`src/rtl/fifo_pkg.sv`:
```
// fifo_pkg
// Shared definitions for the fifo_syn write-side logic.
//   clogb2      : bit width needed to hold values 0..value-1 (minimum 1)
//   arb_state_t : arbiter state encoding (ST_IDLE, ST_OWN)
package fifo_pkg;

    // Ceiling log2, clamped to at least one bit so that degenerate
    // parameters still produce a legal vector width.
    function automatic int clogb2(input int value);
        int result;
        result = 0;
        for (int v = value - 1; v > 0; v = v >> 1) begin
            result++;
        end
        if (result == 0) begin
            result = 1;
        end
        return result;
    endfunction

    typedef enum logic {
        ST_IDLE = 1'b0,
        ST_OWN  = 1'b1
    } arb_state_t;

endpackage

```
`src/rtl/rr_pick.sv`:
```
// rr_pick
// Combinational round-robin selector.
//   valid : NREQ-bit request vector
//   ptr   : index that has highest priority this round
//   pick  : one-hot index of the first valid bit at or after ptr (wrapping)
//   any   : high when at least one valid bit is set
module rr_pick
    import fifo_pkg::*;
#(
    parameter int NREQ = 4
) (
    input  logic [NREQ-1:0]          valid,
    input  logic [clogb2(NREQ)-1:0]  ptr,
    output logic [NREQ-1:0]          pick,
    output logic                     any
);

    localparam int PW = clogb2(NREQ);

    logic [PW-1:0] idx;
    logic          found;

    // Walk the requesters starting at ptr and take the first valid one.
    always_comb begin
        pick  = '0;
        idx   = '0;
        found = 1'b0;
        for (int k = 0; k < NREQ; k++) begin
            idx = PW'((int'(ptr) + k) % NREQ);
            if (!found && valid[idx]) begin
                pick[idx] = 1'b1;
                found     = 1'b1;
            end
        end
    end

    assign any = |valid;

endmodule

```
`src/rtl/fifo_wr_arb.sv`:
```
// fifo_wr_arb
// Round-robin arbiter sharing one fifo_syn write port among NREQ
// valid/ready/last requesters. A grant lasts up to BURST beats, ends early
// on a packet end or an owner bubble, and costs one idle arbitration cycle.
//   clk, rst    : clock, synchronous active-high reset
//   req_valid   : per-requester valid
//   req_data    : requester i at bits [i*WIDTH +: WIDTH]
//   req_last    : per-requester end-of-packet
//   req_ready   : per-requester accept (one-hot or zero)
//   grant       : registered one-hot owner, zero when idle
//   fifo_wr_req : write strobe into fifo_syn
//   fifo_data   : write data into fifo_syn
//   fifo_full   : fifo_syn full flag
//   busy        : high while a grant is held
module fifo_wr_arb
    import fifo_pkg::*;
#(
    parameter int NREQ  = 4,
    parameter int WIDTH = 8,
    parameter int BURST = 4
) (
    input  logic                  clk,
    input  logic                  rst,
    input  logic [NREQ-1:0]       req_valid,
    input  logic [NREQ*WIDTH-1:0] req_data,
    input  logic [NREQ-1:0]       req_last,
    output logic [NREQ-1:0]       req_ready,
    output logic [NREQ-1:0]       grant,
    output logic                  fifo_wr_req,
    output logic [WIDTH-1:0]      fifo_data,
    input  logic                  fifo_full,
    output logic                  busy
);

    localparam int PW = clogb2(NREQ);
    localparam int CW = clogb2(BURST + 1);

    arb_state_t       state, state_next;
    logic [NREQ-1:0]  grant_next;
    logic [PW-1:0]    rr_ptr, rr_ptr_next;
    logic [CW-1:0]    beat_cnt, beat_cnt_next, beat_inc;

    logic [NREQ-1:0]  pick;
    logic             pick_any;

    logic             owner_valid;
    logic             owner_last;
    logic [PW-1:0]    owner_idx;
    logic [WIDTH-1:0] owner_data;

    rr_pick #(.NREQ(NREQ)) u_pick (
        .valid (req_valid),
        .ptr   (rr_ptr),
        .pick  (pick),
        .any   (pick_any)
    );

    // Route the owner's signals; grant is one-hot or zero, so OR-ing the
    // selected lanes is a mux that naturally yields zero when idle.
    always_comb begin
        owner_valid = |(req_valid & grant);
        owner_last  = |(req_last & grant);
        owner_data  = '0;
        owner_idx   = '0;
        for (int i = 0; i < NREQ; i++) begin
            if (grant[i]) begin
                owner_data = owner_data | req_data[i*WIDTH +: WIDTH];
                owner_idx  = PW'(i);
            end
        end
    end

    // Handshake is combinational on fifo_full so no write ever lands in a
    // full FIFO.
    assign req_ready   = fifo_full ? '0 : grant;
    assign fifo_wr_req = owner_valid & ~fifo_full;
    assign fifo_data   = owner_data;
    assign busy        = (state == ST_OWN);
    assign beat_inc    = beat_cnt + 1'b1;

    // Next-state logic: arbitrate in IDLE, count beats and decide release
    // in OWN. A full FIFO is a stall and never ends the grant.
    always_comb begin
        state_next    = state;
        grant_next    = grant;
        rr_ptr_next   = rr_ptr;
        beat_cnt_next = beat_cnt;
        case (state)
            ST_IDLE: begin
                if (pick_any) begin
                    state_next    = ST_OWN;
                    grant_next    = pick;
                    beat_cnt_next = '0;
                end
            end
            ST_OWN: begin
                if (!fifo_full) begin
                    if (owner_valid) begin
                        beat_cnt_next = beat_inc;
                    end
                    if (!owner_valid || owner_last || (beat_inc == CW'(BURST))) begin
                        state_next    = ST_IDLE;
                        grant_next    = '0;
                        beat_cnt_next = '0;
                        rr_ptr_next   = (owner_idx == PW'(NREQ - 1)) ? '0 : owner_idx + 1'b1;
                    end
                end
            end
            default: begin
                state_next    = ST_IDLE;
                grant_next    = '0;
                beat_cnt_next = '0;
            end
        endcase
    end

    // State register; reset abandons any burst in progress.
    always_ff @(posedge clk) begin
        if (rst) begin
            state    <= ST_IDLE;
            grant    <= '0;
            rr_ptr   <= '0;
            beat_cnt <= '0;
        end else begin
            state    <= state_next;
            grant    <= grant_next;
            rr_ptr   <= rr_ptr_next;
            beat_cnt <= beat_cnt_next;
        end
    end

endmodule

```
`config.mk`:
```
export PLATFORM = sky130hd
export DESIGN_NAME = fifo_wr_arb
export DESIGN_NICKNAME = d
export VERILOG_FILES = /design/src/rtl/fifo_pkg.sv /design/src/rtl/rr_pick.sv /design/src/rtl/fifo_wr_arb.sv
export SDC_FILE = /design/constraint.sdc
export NUM_CORES = 1
export LEC_CHECK = 0
export BUFFER_PORTS_ARGS = -buffer_cell sky130_fd_sc_hd__buf_2
export CAP_MARGIN = 0
export CORE_MARGIN = 8
export CORE_UTILIZATION = 44
export DETAILED_ROUTE_END_ITERATION = 7
export PLACE_DENSITY = 0.76
export SETUP_SLACK_MARGIN = 0.02
export SYNTH_ARGS = -nofsm -noshare
export SYNTH_HDL_FRONTEND = slang
export SYNTH_SLANG_ARGS = --single-unit
```
`constraint.sdc`:
```
create_clock -name clk -period 3.4 [get_ports clk]
set_clock_uncertainty 0.2 [all_clocks]
set_input_delay 0.51 -clock clk [delete_from_list [all_inputs] [get_ports clk]]
set_output_delay 0.51 -clock clk [all_outputs]
set_load 0.005 [all_outputs]
```
==> flow_summary.yaml, run 1 <==
cts:
  root_buffer: "clkbuf_4"
  clockBufferDepth: 2
  numClockSinks: 10
  cts_max_level: 1
  hold_buffers: 0
  clk_pin_slew_worst_paths_ns: 0.08
  post_cts_buffers: 0
  clk_latency_ns: 0.27
  cts_made_buffers: 3
  cts_tree: "yes"
  post_cts_resized: 0
sta:
  slew_headroom: 0.464
  finalMaxSlewViolations: 0
  fin_crit_sh: 0.851
  finalCriticalPeriod_ns: 2.89
  tightest_slew_ns: 0.800
  max_freq_mhz: 346
  hold_viol_final: 0
  setup_viol: 0
  layout_setup_ws_ns: 0.506
  fin_setup_tns_ns: 0
  grt_setup_unrepaired: "no"
placed_design:
  gp_congestion: 0.880
  port-buffer-count: 60
  dp.cells: 207
  dp_hpwl_um: 2970
  pre_cts_ws_ns: 0.513
routing:
  drc: 0
  wl_per_cell_um: 17.7
  firstDrtPassIters: 5
  wirelength_um: 3740
  vias: 1217
  drtIter0Drc: 81
  final_antenna_net_count: 0
  routed_via_density: 5.77
logic_synthesis:
  synth_edf_count: 0
  synth_top_area_frac: 0.190
  synthCells: 127
  synth.largest_area_cell: "dfxtp_1"
  postSynthAreaPerCell_um2: 8.30
  synth_seq_cells: 10
  syn-num-nets: 179
  async_flop_share: 0
  ys_types: 33
  ys_top_cells_by_area: "dfxtp_1 19%, a22oi_1 14%, ha_1 11%"
  ys_warn_count: 0
  synthFlopType: "dfxtp_1"
  syn-cell-area_um2: 1050
  ys_seq_area_frac: 0.190
power_and_ir_drop:
  power_uw: 418
  vdd_drop_max_uv: 226
  p_per_area_nw_per_um2: 305
  leakage_nw: 0.678
global_routing:
  use_met3: 0.0447
  busiest_layer: "met2"
  track_usage: 0.175
  grt_max_degree: 16
  grt_pass1_vias: 1256
  antenna_found_initial: 0
  met2_usage: 0.332
  grt_pass1_wl_um: 6120
  grtUsageMet1: 0.190
  grt_overflow: 0
finish:
  nets: 236
  final-seq-area_um2: 200
  final_common_cell: "buf_2"
  utilization: 0.612
  multi_input_area_um2: 781
  syn2layout_area_growth_pct: 29.8
  antennaDiodeCount: 0
  final_layout_size_suffix_gt1_frac: 0.372
  n_fill_cell: 219
  fin_cells: 211
  mostFrequentLayoutCells: "60 x buf_2, 19 x a22oi_1, 14 x nand2_1"
critical_path:
  path_class: "register to register"
  cp-start-kind: "register"
  worst_ep_arrival_time_ns: 2.87
  worstPathRequired_ns: 3.37
  r2r_setup_slack_ns: 0.51
  cp_max_fo: 13
  crit_path_end_kind: "register"
die:
  die_x_um: 64.9
  placementRows: 17
  start_util: 0.472
  die_h_um: 64.9
  core_area_um2: 2230
  ios: 61
  die_area_um2: 4220
flow_run:
  max-cap-violations: 0
run_status:
  status: "completed"
hold_path:
  hp-class: "register to register"
-- logic make-up after synthesis --
kind of cell | Yosys count | share of synthesized area
AND/OR/NAND/NOR | 50 | 0.254
AO/OA/AOI/OAI | 41 | 0.309
buffers and inverters | 12 | 0.0689
flip-flops | 10 | 0.190
adder cells (fa/ha/maj) | 9 | 0.107
multiplexers | 5 | 0.0713
-- worst paths after layout --
kind                                   from          end  depth (start not counted)
worst min-delay path            beat_cnt[2]  beat_cnt[2]                          2
worst max-delay path              rr_ptr[0]     grant[0]                          7
worst max register to register    rr_ptr[0]     grant[0]                          7
worst min register to register  beat_cnt[2]  beat_cnt[2]                          2
-- final cells by class --
class	instances	share of cell area
clock buffer	4	0.0265
tap	28	0.0256
inverter	4	0.0110
sequential	10	0.146
multi-input combinational	105	0.571
timing repair buffer	60	0.220
-- registers in the layout (all words and copies together), names as in the netlist --
register / cells
grant: 4
busy: 1
rr_ptr: 2
beat_cnt: 3
-- critical path: stages, from the launching register on --
cell and delay, ns:
dfxtp_1 0.60, inv_1 0.21, ha_1 0.43, mux4_2 0.55, nor2b_1 0.17, a22o_1 0.18, a221o_1 0.25, a32o_1 0.19
-- stage by stage --
step	area (µm²)	hold WS [ns]
final	1370	0.284
after global routing	1370	0.297
after CTS	1370	0.278
after detailed placement	1330	0.267
after global placement	1330	0.261
after floorplan	1050	0.245
-- cell usage after synthesis (3+ instances only) --
master / n
a22oi_1: 19
nand2_1: 14
dfxtp_1: 10
nor2_1: 10
ha_1: 9
a221o_1: 7
nor2b_1: 7
and2_1: 5
clkbuf_1: 4
inv_1: 4
nor3_1: 4
a21oi_1: 3
buf_6: 3
mux2i_1: 3
o21ai_0: 3
-- power by group --
group          switching, mW  total [mW]  internal (mW)
Sequential            0.0235       0.148          0.124
Combinational         0.0748       0.155         0.0806
Clock                 0.0494       0.115         0.0651
Total                  0.148       0.418          0.270
-- per-layer routing --
| layer | vias up | part of all wire |
|---|---|---|
| met1 | 579 | 0.37 |
| met3 | 8 | 0.041 |
| li1 | 598 | - |
| met2 | 32 | 0.57 |
| met5 | - | 0 |
| met4 | 0 | 0.016 |
No activity file was read; power rests on OpenSTA's default activity.
==> run 2: changes to the inputs <==
- clock period: 3.4 -> 3.15 ns (I/O delays scaled with it)
==> flow_summary.yaml, run 2 (synthesis gave the netlist of run 1 again) <==
run_status:
  status: "completed"
global_routing:
  track_usage: 0.171
  grt_overflow: 0
  grt_pass1_wl_um: 5950
  antenna_found_initial: 0
  grt_max_degree: 16
  grt_pass1_vias: 1210
power_and_ir_drop:
  power.switching_uw: 151
  swShare: 0.341
  p_seq_frac: 0.350
  leakage_nw: 0.683
  clockPowerShare: 0.263
  power.internal_uw: 293
  vdd_drop_max_uv: 235
  combPwrFrac: 0.387
  p_per_area_nw_per_um2: 323
critical_path:
  r2r_end: "grant[0]"
  path_cells: "inv_1 -> ha_1 -> mux4_2 -> nor2b_1 -> a22o_1 -> a221o_1 -> a32o_1"
  path_class: "register to register"
  worst_ep_arrival_time_ns: 2.63
  cp-start-kind: "register"
  critical_path.slowest_cell: "mux4_2"
  crit_path_end_kind: "register"
  r2r_cells: 7
  critPathMaxStageDelay_ns: 0.54
  cp_num_buf_inv: 1
  crit_family: "compound AO/OA/AOI/OAI gates"
  cp_max_fo: 8
  r2r_setup_slack_ns: 0.48
  worstPathRequired_ns: 3.11
  r2r_start: "rr_ptr[1]"
cts:
  cts_max_level: 1
  clk_pin_slew_worst_paths_ns: 0.07
  cts_tree: "yes"
  post_cts_resized: 0
  hold_buffers: 0
  root_buffer: "clkbuf_4"
  clockBufferDepth: 2
  numClockSinks: 10
  clk_latency_ns: 0.27
  cts_made_buffers: 3
  post_cts_buffers: 0
sta:
  finalMaxSlewViolations: 0
  finalCriticalPeriod_ns: 2.67
  grt_setup_unrepaired: "no"
  fin_hold_ws_ns: 0.284
  fin_setup_tns_ns: 0
  fin_crit_sh: 0.848
  max_freq_mhz: 374
  hold_viol_final: 0
  slew_headroom: 0.500
  tightest_slew_ns: 0.746
  setup_viol: 0
die:
  die_x_um: 64.9
  start_util: 0.472
  die_h_um: 64.9
  core_area_um2: 2230
  placementRows: 17
  ios: 61
  die_area_um2: 4220
hold_path:
  hp-class: "register to register"
  hold_start: "beat_cnt[2]"
  hold_end: "beat_cnt[2]"
  min_path_cells: 2
routing:
  top_layer_used: "met4"
  met2_length_um: 1990
  final_antenna_net_count: 0
  routed_via_density: 5.87
  wirelength_um: 3640
  wl_met3_um: 185
  wl_per_cell_um: 17.1
  drtIter0Drc: 96
  wl_met1_um: 1350
  firstDrtPassIters: 4
  vias: 1244
  drc: 0
placed_design:
  dp_hpwl_um: 2950
  port-buffer-count: 60
  gp_congestion: 0.856
  dp.cells: 208
finish:
  syn2layout_area_growth_pct: 30.5
  antennaDiodeCount: 0
  final_layout_size_suffix_gt1_frac: 0.375
  fin_cells: 212
  mostFrequentLayoutCells: "60 x buf_2, 19 x a22oi_1, 14 x nand2_1"
  top_register: "grant"
  nets: 237
  largest_register_ffs: 4
  reg_top3: "grant (4), beat_cnt (3), rr_ptr (2)"
  final_common_cell: "buf_2"
flow_run:
  max-cap-violations: 0
-- run 2: worst reg2reg max path, stage by stage, from the launching register on --
cell and delay [ns]:
dfxtp_1 0.50, inv_1 0.15, ha_1 0.39, mux4_2 0.54
nor2b_1 0.16, a22o_1 0.17, a221o_1 0.25, a32o_1 0.20
-- run 2: layout make-up --
cell class	instances	area, µm²
clock buffer	4	36.3
tap	28	35.0
inverter	4	15.0
fill	205	858
timing repair buffer	61	308
multi-input combinational	105	781
sequential	10	200
-- run 2: per-stage QoR --
| stage | cell area (µm²) | power, mW | worst slack (ns) | utilization |
|---|---|---|---|---|
| final | 1380 | 0.444 | 0.478 | 0.616 |
| after global routing | 1380 | 0.478 | 0.338 | 0.616 |
| after floorplan | 1050 | 0.258 | 0.605 | - |
| after detailed placement | 1340 | 0.330 | 0.484 | 0.599 |
| after global placement | 1340 | 0.324 | 0.572 | 0.599 |
| after CTS | 1380 | 0.448 | 0.481 | 0.616 |
-- run 2: power groups by stage --
stage / sequential, mW / combinational [mW] / clock, mW
6_report: 0.155 / 0.172 / 0.117
5_1_grt: 0.158 / 0.191 / 0.129
4_1_cts: 0.155 / 0.173 / 0.120
3_5_place_dp: 0.158 / 0.172 / 0
3_3_place_gp: 0.157 / 0.167 / 0
2_1_floorplan: 0.146 / 0.112 / 0
-- run 2: worst max path at each step --
stage / start / end / slack (ns) / cells past startpoint
floorplan: rr_ptr[0] / grant[0] / 0.60 / 8
global placement: rr_ptr[1] / grant[0] / 0.57 / 7
detailed placement: rr_ptr[1] / grant[0] / 0.48 / 7
CTS: rr_ptr[1] / grant[0] / 0.48 / 7
global route: rr_ptr[1] / grant[0] / 0.34 / 7
finish: rr_ptr[1] / grant[0] / 0.48 / 7
-- run 2: per-layer routing --
layer | track usage | up-vias
met2 | 0.298 | 35
li1 | - | 605
met3 | 0.0533 | 12
met1 | 0.188 | 592
met4 | 0.0654 | 0
met5 | 0 | -
